==> src/rtl/alu_operand_stage_if.sv <==
// Decode-side request, write-back port and ALU-side response bundle for the operand stage.
// The master drives decode fields, write-back and out_ready. The slave (the stage) returns in_ready and the registered operands.
interface alu_operand_stage_if #(
    parameter int DW    = 32,
    parameter int AW    = 5,
    parameter int IMM_W = 16
) ();
    logic             flush;
    logic             in_valid;
    logic             in_ready;
    logic [AW-1:0]    rs;
    logic [AW-1:0]    rt;
    logic [IMM_W-1:0] imm;
    logic [4:0]       shamt;
    logic             alu_src;
    logic             shamt_src;
    logic [2:0]       gin_in;
    logic             wb_en;
    logic [AW-1:0]    wb_addr;
    logic [DW-1:0]    wb_data;
    logic             out_valid;
    logic             out_ready;
    logic [DW-1:0]    a_out;
    logic [DW-1:0]    b_out;
    logic [2:0]       gin_out;

    modport master (
        output flush, in_valid, rs, rt, imm, shamt, alu_src, shamt_src, gin_in,
               wb_en, wb_addr, wb_data, out_ready,
        input  in_ready, out_valid, a_out, b_out, gin_out
    );

    modport slave (
        input  flush, in_valid, rs, rt, imm, shamt, alu_src, shamt_src, gin_in,
               wb_en, wb_addr, wb_data, out_ready,
        output in_ready, out_valid, a_out, b_out, gin_out
    );
endinterface

==> src/rtl/alu_operand_stage.sv <==
// Register file with write-through bypass, ALU operand select and a one-entry output register.
// Latency: one cycle from accept to out_valid. A drain and a load can happen on the same edge.
// Backpressure: in_ready drops while the entry is held and out_ready is low, or while flush is high.
module alu_operand_stage #(
    parameter int DW    = 32,
    parameter int AW    = 5,
    parameter int IMM_W = 16
) (
    input  logic               clk,
    input  logic               rst_n,
    alu_operand_stage_if.slave bus
);
    localparam int NREG = 1 << AW;

    logic [DW-1:0] rf [NREG];
    logic          wr_hit;
    logic [DW-1:0] rd_a;
    logic [DW-1:0] rd_b;
    logic [DW-1:0] a_sel;
    logic [DW-1:0] b_sel;
    logic          accept;
    logic          vld_q;
    logic [DW-1:0] a_q;
    logic [DW-1:0] b_q;
    logic [2:0]    gin_q;

    assign wr_hit = bus.wb_en && (bus.wb_addr != '0);

    // Write-back is independent of flush and of the handshake.
    always_ff @(posedge clk or negedge rst_n) begin
        if (!rst_n) begin
            for (int i = 0; i < NREG; i++) begin
                rf[i] <= '0;
            end
        end else if (wr_hit) begin
            rf[bus.wb_addr] <= bus.wb_data;
        end
    end

    always_comb begin
        rd_a = rf[bus.rs];
        if (bus.rs == '0) rd_a = '0;
        if (wr_hit && (bus.wb_addr == bus.rs)) rd_a = bus.wb_data;
        rd_b = rf[bus.rt];
        if (bus.rt == '0) rd_b = '0;
        if (wr_hit && (bus.wb_addr == bus.rt)) rd_b = bus.wb_data;
    end

    assign a_sel = bus.shamt_src ? {{(DW-5){1'b0}}, bus.shamt} : rd_a;
    assign b_sel = bus.alu_src ? {{(DW-IMM_W){bus.imm[IMM_W-1]}}, bus.imm} : rd_b;

    assign bus.in_ready = rst_n & ~bus.flush & (~vld_q | bus.out_ready);
    assign accept       = bus.in_valid & bus.in_ready;

    // Flush wins over both accept and drain; operand bits are left stale on flush.
    always_ff @(posedge clk or negedge rst_n) begin
        if (!rst_n) begin
            vld_q <= 1'b0;
            a_q   <= '0;
            b_q   <= '0;
            gin_q <= 3'b000;
        end else if (bus.flush) begin
            vld_q <= 1'b0;
        end else if (accept) begin
            vld_q <= 1'b1;
            a_q   <= a_sel;
            b_q   <= b_sel;
            gin_q <= bus.gin_in;
        end else if (bus.out_ready) begin
            vld_q <= 1'b0;
        end
    end

    assign bus.out_valid = vld_q;
    assign bus.a_out     = a_q;
    assign bus.b_out     = b_q;
    assign bus.gin_out   = gin_q;
endmodule

==> src/flat_wrapper.sv <==
// flat-port wrapper written by rule: the top's interface ports become plain ports
module alu_operand_stage_flat 
#(
    parameter int DW    = 32,
    parameter int AW    = 5,
    parameter int IMM_W = 16
)
  (clk, rst_n, bus_flush, bus_in_valid, bus_rs, bus_rt, bus_imm, bus_shamt, bus_alu_src, bus_shamt_src, bus_gin_in, bus_wb_en, bus_wb_addr, bus_wb_data, bus_out_ready, bus_in_ready, bus_out_valid, bus_a_out, bus_b_out, bus_gin_out);
  alu_operand_stage_if #(.DW(DW), .AW(AW), .IMM_W(IMM_W)) bus_i ();
  input  logic clk;
  input  logic rst_n;
  input wire logic [$bits(bus_i.flush)-1:0] bus_flush;
  input wire logic [$bits(bus_i.in_valid)-1:0] bus_in_valid;
  input wire logic [$bits(bus_i.rs)-1:0] bus_rs;
  input wire logic [$bits(bus_i.rt)-1:0] bus_rt;
  input wire logic [$bits(bus_i.imm)-1:0] bus_imm;
  input wire logic [$bits(bus_i.shamt)-1:0] bus_shamt;
  input wire logic [$bits(bus_i.alu_src)-1:0] bus_alu_src;
  input wire logic [$bits(bus_i.shamt_src)-1:0] bus_shamt_src;
  input wire logic [$bits(bus_i.gin_in)-1:0] bus_gin_in;
  input wire logic [$bits(bus_i.wb_en)-1:0] bus_wb_en;
  input wire logic [$bits(bus_i.wb_addr)-1:0] bus_wb_addr;
  input wire logic [$bits(bus_i.wb_data)-1:0] bus_wb_data;
  input wire logic [$bits(bus_i.out_ready)-1:0] bus_out_ready;
  output wire logic [$bits(bus_i.in_ready)-1:0] bus_in_ready;
  output wire logic [$bits(bus_i.out_valid)-1:0] bus_out_valid;
  output wire logic [$bits(bus_i.a_out)-1:0] bus_a_out;
  output wire logic [$bits(bus_i.b_out)-1:0] bus_b_out;
  output wire logic [$bits(bus_i.gin_out)-1:0] bus_gin_out;
  assign bus_i.flush = bus_flush;
  assign bus_i.in_valid = bus_in_valid;
  assign bus_i.rs = bus_rs;
  assign bus_i.rt = bus_rt;
  assign bus_i.imm = bus_imm;
  assign bus_i.shamt = bus_shamt;
  assign bus_i.alu_src = bus_alu_src;
  assign bus_i.shamt_src = bus_shamt_src;
  assign bus_i.gin_in = bus_gin_in;
  assign bus_i.wb_en = bus_wb_en;
  assign bus_i.wb_addr = bus_wb_addr;
  assign bus_i.wb_data = bus_wb_data;
  assign bus_i.out_ready = bus_out_ready;
  assign bus_in_ready = bus_i.in_ready;
  assign bus_out_valid = bus_i.out_valid;
  assign bus_a_out = bus_i.a_out;
  assign bus_b_out = bus_i.b_out;
  assign bus_gin_out = bus_i.gin_out;
  alu_operand_stage #(.DW(DW), .AW(AW), .IMM_W(IMM_W)) u_core (.clk(clk), .rst_n(rst_n), .bus(bus_i));
endmodule
==> config.mk <==
export PLATFORM = sky130hd
export DESIGN_NAME = alu_operand_stage_flat
export DESIGN_NICKNAME = d
export VERILOG_FILES = /design/src/rtl/alu_operand_stage_if.sv /design/src/rtl/alu_operand_stage.sv /design/src/flat_wrapper.sv
export SDC_FILE = /design/constraint.sdc
export NUM_CORES = 2
export LEC_CHECK = 0
export CAP_MARGIN = 15
export CORE_MARGIN = 5
export CORE_UTILIZATION = 29
export CTS_CLUSTER_DIAMETER = 100
export DETAILED_ROUTE_END_ITERATION = 6
export SYNTH_ARGS = -nofsm -noshare
export SYNTH_HDL_FRONTEND = slang
export SYNTH_SLANG_ARGS = --single-unit
==> constraint.sdc <==
create_clock -name clk -period 1.8 [get_ports clk]
set_input_delay 0.36 -clock clk [delete_from_list [all_inputs] [get_ports clk]]
set_output_delay 0.36 -clock clk [all_outputs]
set_load 0.05 [all_outputs]
# Word-level counts from Yosys, hierarchy flattened
# Cells that the tools add are included.
# totals
register_bits	1092
in_bits	79
output_inout_bits	69
# classes
order_cmp	4
n_eq_ne	2
mux	18
bitwise	9
n_reduce_logical	9
# op_table
operator	n
bitwise mux 1024 bit	1
two-way mux 32 bit	11
binary-select mux 32 bit (select 5 bit)	2
demux 32 bit (select 5 bit)	1
>= comparator 6 bit, second input constant	3
inverter 5 -> 6 bit	3
== test 5 bit	2
zero test 5 bit	2
less-than comparator 6 x 1 -> 1 bit, second input constant	1
nonzero test 5 bit	1
logical AND 1 bit	4
AND 1 bit	3
two-way mux 1 bit	3
nonzero test 3 bit	1
inverter 1 bit	2
AND reduction 2 bit	1
OR 1 bit	1

# Longest topological paths before layout
# depth
depth_word	7
depth_mapped	11

# Worst setup path before layout
# Ideal clock, no wire load.
# synth_path
path_kind	in2reg
start	input port bus_rs[0]
end	register u_core.a_q[1], in the netlist u_core.bus.a_out[1]
setup_time_ns	0.124
t_arrival_ns	2.094
required_ns	1.676
path_slack_ns	-0.418
cell_stages	8
path_buffers	4
path_cell_list	buf_4 > buf_4 > buf_2 > buf_4 > mux4_2 > a22oi_1 > nand2_1 > o2bb2ai_1
# synth_between
elab_chain_len	7
elab_cells_between_ends	10
classes_between	eq/ne: 1; mux: 6; bitwise: 1; reduce/logical: 2
# synth_rtl
element	line_no	text
from (decl)	flat_wrapper.sv:14	input wire logic [$bits(bus_i.rs)-1:0] bus_rs;
inverter 5 -> 6 bit (implied by the code)	alu_operand_stage.sv:41	rd_a = rf[bus.rs];
binary-select mux 32 bit (select 5 bit)	alu_operand_stage.sv:41	
two-way mux 32 bit (implied by the code) (2 in a row)	alu_operand_stage.sv:41	
two-way mux 32 bit	alu_operand_stage.sv:42	if (bus.rs == '0) rd_a = '0;
two-way mux 32 bit *	alu_operand_stage.sv:43	if (wr_hit && (bus.wb_addr == bus.rs)) rd_a = bus.wb_data;
two-way mux 32 bit *	alu_operand_stage.sv:49	assign a_sel = bus.shamt_src ? {{(DW-5){1'b0}}, bus.shamt} : rd_a;
to (signal assigned)	alu_operand_stage.sv:66	a_q <= a_sel;
to (decl)	alu_operand_stage.sv:23	logic [DW-1:0] a_q;
# Mark *: on every way between the ends. The rest lies on a longest branch, timed or not. The select of a mux whose other input is x is not followed.
# A chain may end at the register's enable or synchronous reset.

# Worst setup path after layout
# layout_path
start	register u_core.vld_q, in the netlist u_core.bus.out_valid
end	register u_core.a_q[10], in the netlist u_core.bus.a_out[10]
# layout_between
elab_chain_len	5
# layout_rtl
element	line_no	text
from (decl)	alu_operand_stage.sv:22	logic vld_q;
from (signal assigned)	alu_operand_stage.sv:58	vld_q <= 1'b0;
from (signal assigned)	alu_operand_stage.sv:63	vld_q <= 1'b0;
from (signal assigned)	alu_operand_stage.sv:65	vld_q <= 1'b1;
inverter 1 bit	alu_operand_stage.sv:52	assign bus.in_ready = rst_n & ~bus.flush & (~vld_q | bus.out_ready);
OR 1 bit	alu_operand_stage.sv:52	
AND 1 bit	alu_operand_stage.sv:52	
AND 1 bit	alu_operand_stage.sv:53	assign accept = bus.in_valid & bus.in_ready;
AND reduction 2 bit (no line)	n/a	
# No other way between the ends.

==> reports/summary.log <==
INFO  clocking       cts.reportedPaths.clkPinSlew=0.06ns
INFO  die            num_rows=163
INFO  die            die-width=455um
INFO  clocking       clk_root_buffer_cell=sky130_fd_sc_hd__clkbuf_16
INFO  global_routing grt_pass1_wl=302mm
INFO  drt            finalWirelength=209mm
INFO  die            num_io_pins=148
INFO  timing         final.setup.worst_slack=-0.236ns
INFO  worst_setup_path timing_worst_setup_path_type=reg2reg
INFO  timing         period_needed=2.04ns
INFO  synthesis      ys_ff_latch=1,092
INFO  timing         final_setup_fails=54
INFO  synthesis      synth_enable_flop_cells=0
INFO  synthesis      post_synth_inst_count=3,997
INFO  drt            firstDrtPassIters=5
INFO  timing         layout_worst_path_cycle_share=1.13
INFO  global_routing grt_remaining_overflow=0
INFO  synthesis      post_synth_fa_ha_maj_area_fraction=0
INFO  drt            drt_iter0_drc=3,942
INFO  synthesis      synth_warnings=0
INFO  synthesis      synth.area.mux_share=0.392
INFO  synthesis      ffs_w_async_s_r_synth=1.00
INFO  pwr            power.density_cell_area=1040nW/um^2
INFO  die            die_h=455um
INFO  outcome        run_status=finished, violations left
INFO  clocking       maximum_root_to_sink_buffer_count=3
INFO  pwr            max-vdd-ir-drop=790uV
INFO  layout         most_frequent_cells_in_the_layout=sky130_fd_sc_hd__dfrtp_1 (1,069), sky130_fd_sc_hd__mux2_2 (985), sky130_fd_sc_hd__mux4_2 (447)
INFO  timing         totalNegativeSetupSlack=-6.89ns
INFO  worst_setup_path cp-end-kind=flip-flop
INFO  clocking       cts_tree=done
INFO  global_routing globalRouteTotalUtil=0.198
INFO  synthesis      synthesis.area=57,300um^2
INFO  global_routing grt_antenna_before_repair=2
INFO  synthesis      synth.yosys.seq_area_share=0.477
INFO  timing         max_slew_margin=0.552
INFO  synthesis      synth.lib_cells_used.distinct=64
INFO  place          placement.io_buffers=147
INFO  worst_setup_path largest_fanout_on_the_critical_path=6
INFO  clocking       htree_levels=3
INFO  place          placed_cell_area=67,100um^2
INFO  die            floorplan.core_area=197,000um^2
INFO  global_routing vias_in_the_first_global_route=41.3k
INFO  synthesis      dominant_combinational_cell_family_by_area_after_synthesis=multiplexers
INFO  layout         commonest_non_fill_non_tap_cell_in_the_layout=sky130_fd_sc_hd__dfrtp_1
INFO  layout         final_net_count=4,481
INFO  die            die-area=207,000um^2
INFO  drt            wl_met3=12.8mm
INFO  place          routabilityCongestion=0.924
INFO  place          dp_worst_setup_slack=-1.06ns
INFO  worst_setup_path worst_ep_required_time=2.43ns
INFO  worst_setup_path critPathArrivalTime=2.66ns
INFO  min_path       min_path_type=in2reg
INFO  drt            remaining_drc_errors=0
INFO  synthesis      synth-compound-area-share=0.0630
INFO  global_routing maximum_number_of_pins_on_one_net_before_global_route_repair=113
INFO  job            maxCapViolations=0
INFO  pwr            p_leak=30.7nW
INFO  die            initial_core_util=0.291
INFO  synthesis      dominantRegCellSynth=sky130_fd_sc_hd__dfrtp_1
INFO  timing         max_freq=0.491GHz
INFO  synthesis      post_synth_and_or_nand_nor_area_fraction=0.0315
INFO  clocking       number_of_clock_buffers_inserted_by_tritoncts=110
INFO  timing         unrepaired_setup_endpoints_after_global_routing=yes
INFO  clocking       clock_insertion_delay_worst_skew=0.73ns
INFO  place          hpwl=140mm
INFO  worst_setup_path worstSetupStartpointType=flip-flop
INFO  timing         final-hold-violation-count=0
INFO  synthesis      postSynthAreaPerCell=14.3um^2
INFO  drt            dr_total_vias=40.2k
INFO  outcome        violations=setup timing
INFO  layout         fin_area=71,900um^2
INFO  layout         final_layout_size_suffix_gt1_frac=0.549
INFO  drt            routed.top_layer=met4
INFO  drt            final_antenna_net_count=0
INFO  drt            route.layer.met1.wl=83.1mm
INFO  timing         clock_skews=0.0277ns
INFO  timing         worst_slew_pin_slew=0.672ns
INFO  synthesis      synth-xor-area-share=0.00153
INFO  layout         area_grow_syn2layout=25.5%
INFO  clocking       cts_sinks=1,092
INFO  pwr            design_power_total=0.0747W
INFO  drt            post_drt_wl_per_cell=29.3um
INFO  timing         timing.final.max_slew_violations=0
INFO  drt            viasPerCell=5.63
INFO  synthesis      synth_fp_nets=4,076
INFO  timing         hold-worst-slack=0.174ns
INFO  drt            met2_length=100mm
[state kept, by name (all words and copies together) (netlist names)]
name / count
u_core.bus.gin_out: 3
u_core.bus.a_out: 32
u_core.bus.out_valid: 1
u_core.bus.b_out: 32
u_core.rf: 1024
[critical path, stage by stage, from the launching register on]
cell and delay, ns:
sky130_fd_sc_hd__dfrtp_2 0.42, sky130_fd_sc_hd__nand2b_4 0.10, sky130_fd_sc_hd__nand3_4 0.19, sky130_fd_sc_hd__buf_4 0.22
sky130_fd_sc_hd__buf_12 0.14, sky130_fd_sc_hd__nor4_4 0.16, sky130_fd_sc_hd__buf_6 0.23, sky130_fd_sc_hd__clkbuf_16 0.23
sky130_fd_sc_hd__a22oi_1 0.14, sky130_fd_sc_hd__o31ai_4 0.08
[path summary, 6_finish.rpt]
check / from / endpoint / slack, ns / cells past startpoint
worst max-delay path: u_core.bus.out_valid / u_core.bus.a_out[10] / -0.24 / 9
worst min-delay path: bus_gin_in[2] / u_core.bus.gin_out[2] / 0.17 / 3
worst max register to register: u_core.bus.out_valid / u_core.bus.a_out[10] / -0.24 / 9
worst min register to register: u_core.rf[1022] / u_core.rf[1022] / 0.38 / 0
max in group asynchronous: rst_n / u_core.bus.out_valid / 0.17 / 5
min in group asynchronous: rst_n / u_core.rf[781] / 0.60 / 4
[routing by layer]
metal,GRT usage,vias to the layer above
met5,0,-
met1,0.255,21700
met4,0.109,0
met3,0.0258,487
li1,-,16300
met2,0.323,1711
[synth_stat cells, types with 4 or more instances]
master / count / area share
sky130_fd_sc_hd__o31ai_1: 22 / 0.0029
sky130_fd_sc_hd__nor2b_1: 23 / 0.0025
sky130_fd_sc_hd__nor3_1: 13 / 0.0011
sky130_fd_sc_hd__xnor2_1: 10 / 0.0015
sky130_fd_sc_hd__nand3b_1: 10 / 0.0013
sky130_fd_sc_hd__o21ai_0: 60 / 0.0052
sky130_fd_sc_hd__mux2_2: 986 / 0.19
sky130_fd_sc_hd__buf_2: 107 / 0.0093
sky130_fd_sc_hd__clkbuf_1: 286 / 0.019
sky130_fd_sc_hd__nor2_1: 105 / 0.0069
sky130_fd_sc_hd__a221oi_1: 20 / 0.0031
sky130_fd_sc_hd__a32oi_1: 17 / 0.0026
sky130_fd_sc_hd__buf_1: 18 / 0.0012
sky130_fd_sc_hd__buf_4: 32 / 0.0042
sky130_fd_sc_hd__nor4_1: 4 / 0.00044
sky130_fd_sc_hd__dfrtp_1: 1092 / 0.48
sky130_fd_sc_hd__o221ai_1: 49 / 0.0075
sky130_fd_sc_hd__mux2i_1: 126 / 0.022
sky130_fd_sc_hd__a22o_1: 33 / 0.0050
sky130_fd_sc_hd__a22oi_1: 117 / 0.015
sky130_fd_sc_hd__a21oi_1: 35 / 0.0031
sky130_fd_sc_hd__and2_1: 13 / 0.0014
sky130_fd_sc_hd__o22ai_1: 54 / 0.0059
sky130_fd_sc_hd__o22a_1: 11 / 0.0017
sky130_fd_sc_hd__nand4b_1: 11 / 0.0017
sky130_fd_sc_hd__inv_1: 6 / 0.00039
sky130_fd_sc_hd__and3_1: 10 / 0.0011
sky130_fd_sc_hd__buf_6: 9 / 0.0018
sky130_fd_sc_hd__or3_1: 7 / 0.00076
sky130_fd_sc_hd__or2_2: 6 / 0.00065
sky130_fd_sc_hd__a211oi_1: 35 / 0.0046
sky130_fd_sc_hd__mux4_2: 447 / 0.18
sky130_fd_sc_hd__o32ai_1: 5 / 0.00076
sky130_fd_sc_hd__a2111oi_0: 8 / 0.0012
sky130_fd_sc_hd__nand3_1: 17 / 0.0015
sky130_fd_sc_hd__nand2_1: 137 / 0.0090
sky130_fd_sc_hd__nand2b_1: 7 / 0.00076
sky130_fd_sc_hd__a31oi_1: 11 / 0.0012
sky130_fd_sc_hd__o2111ai_1: 4 / 0.00061
[cell families (layout without fill, tap and decap cells)]
group / after synthesis / in the layout
muxes: 1561 / 1561
DFF: 1092 / 1092
AOI/OAI and AO/OA: 497 / 497
buffers and inverters: 459 / 953
and+or+nand+nor: 378 / 378
xor gates and xnor gates: 10 / 10
other: 0 / 4
[cell type report]
type                       count  area [um^2]
sequential                  1092        27400
inverter                       6         22.5
clock buffer                 157         3280
fill                       18700       125000
clock inverter                44          547
timing repair buffer         746         8560
tap                         2640         3300
antenna                        4         10.0
multi-input combinational   2446        28900
[through the flow]
stage	instances	utilization
global placement	6906	0.340
global route	7132	0.365
CTS	7113	0.362
detailed placement	6906	0.340
finish	7135	0.365
floorplan	3997	-
[timing repair]
action	CTS	global route
cloned	2	4
hold buffers	1	0
gates resized for setup	103	86
pin swaps	16	16
setup endpoints to repair	389	138
setup buffers	4	14
hold endpoints to repair	37	0
[report_power, final]
part	internal, W	switching, W
Sequential	0.0292	0.00372
Clock	0.0142	0.0103
Combinational	0.00976	0.00752
Total	0.0532	0.0215
Power figures use the tool's default switching activity.
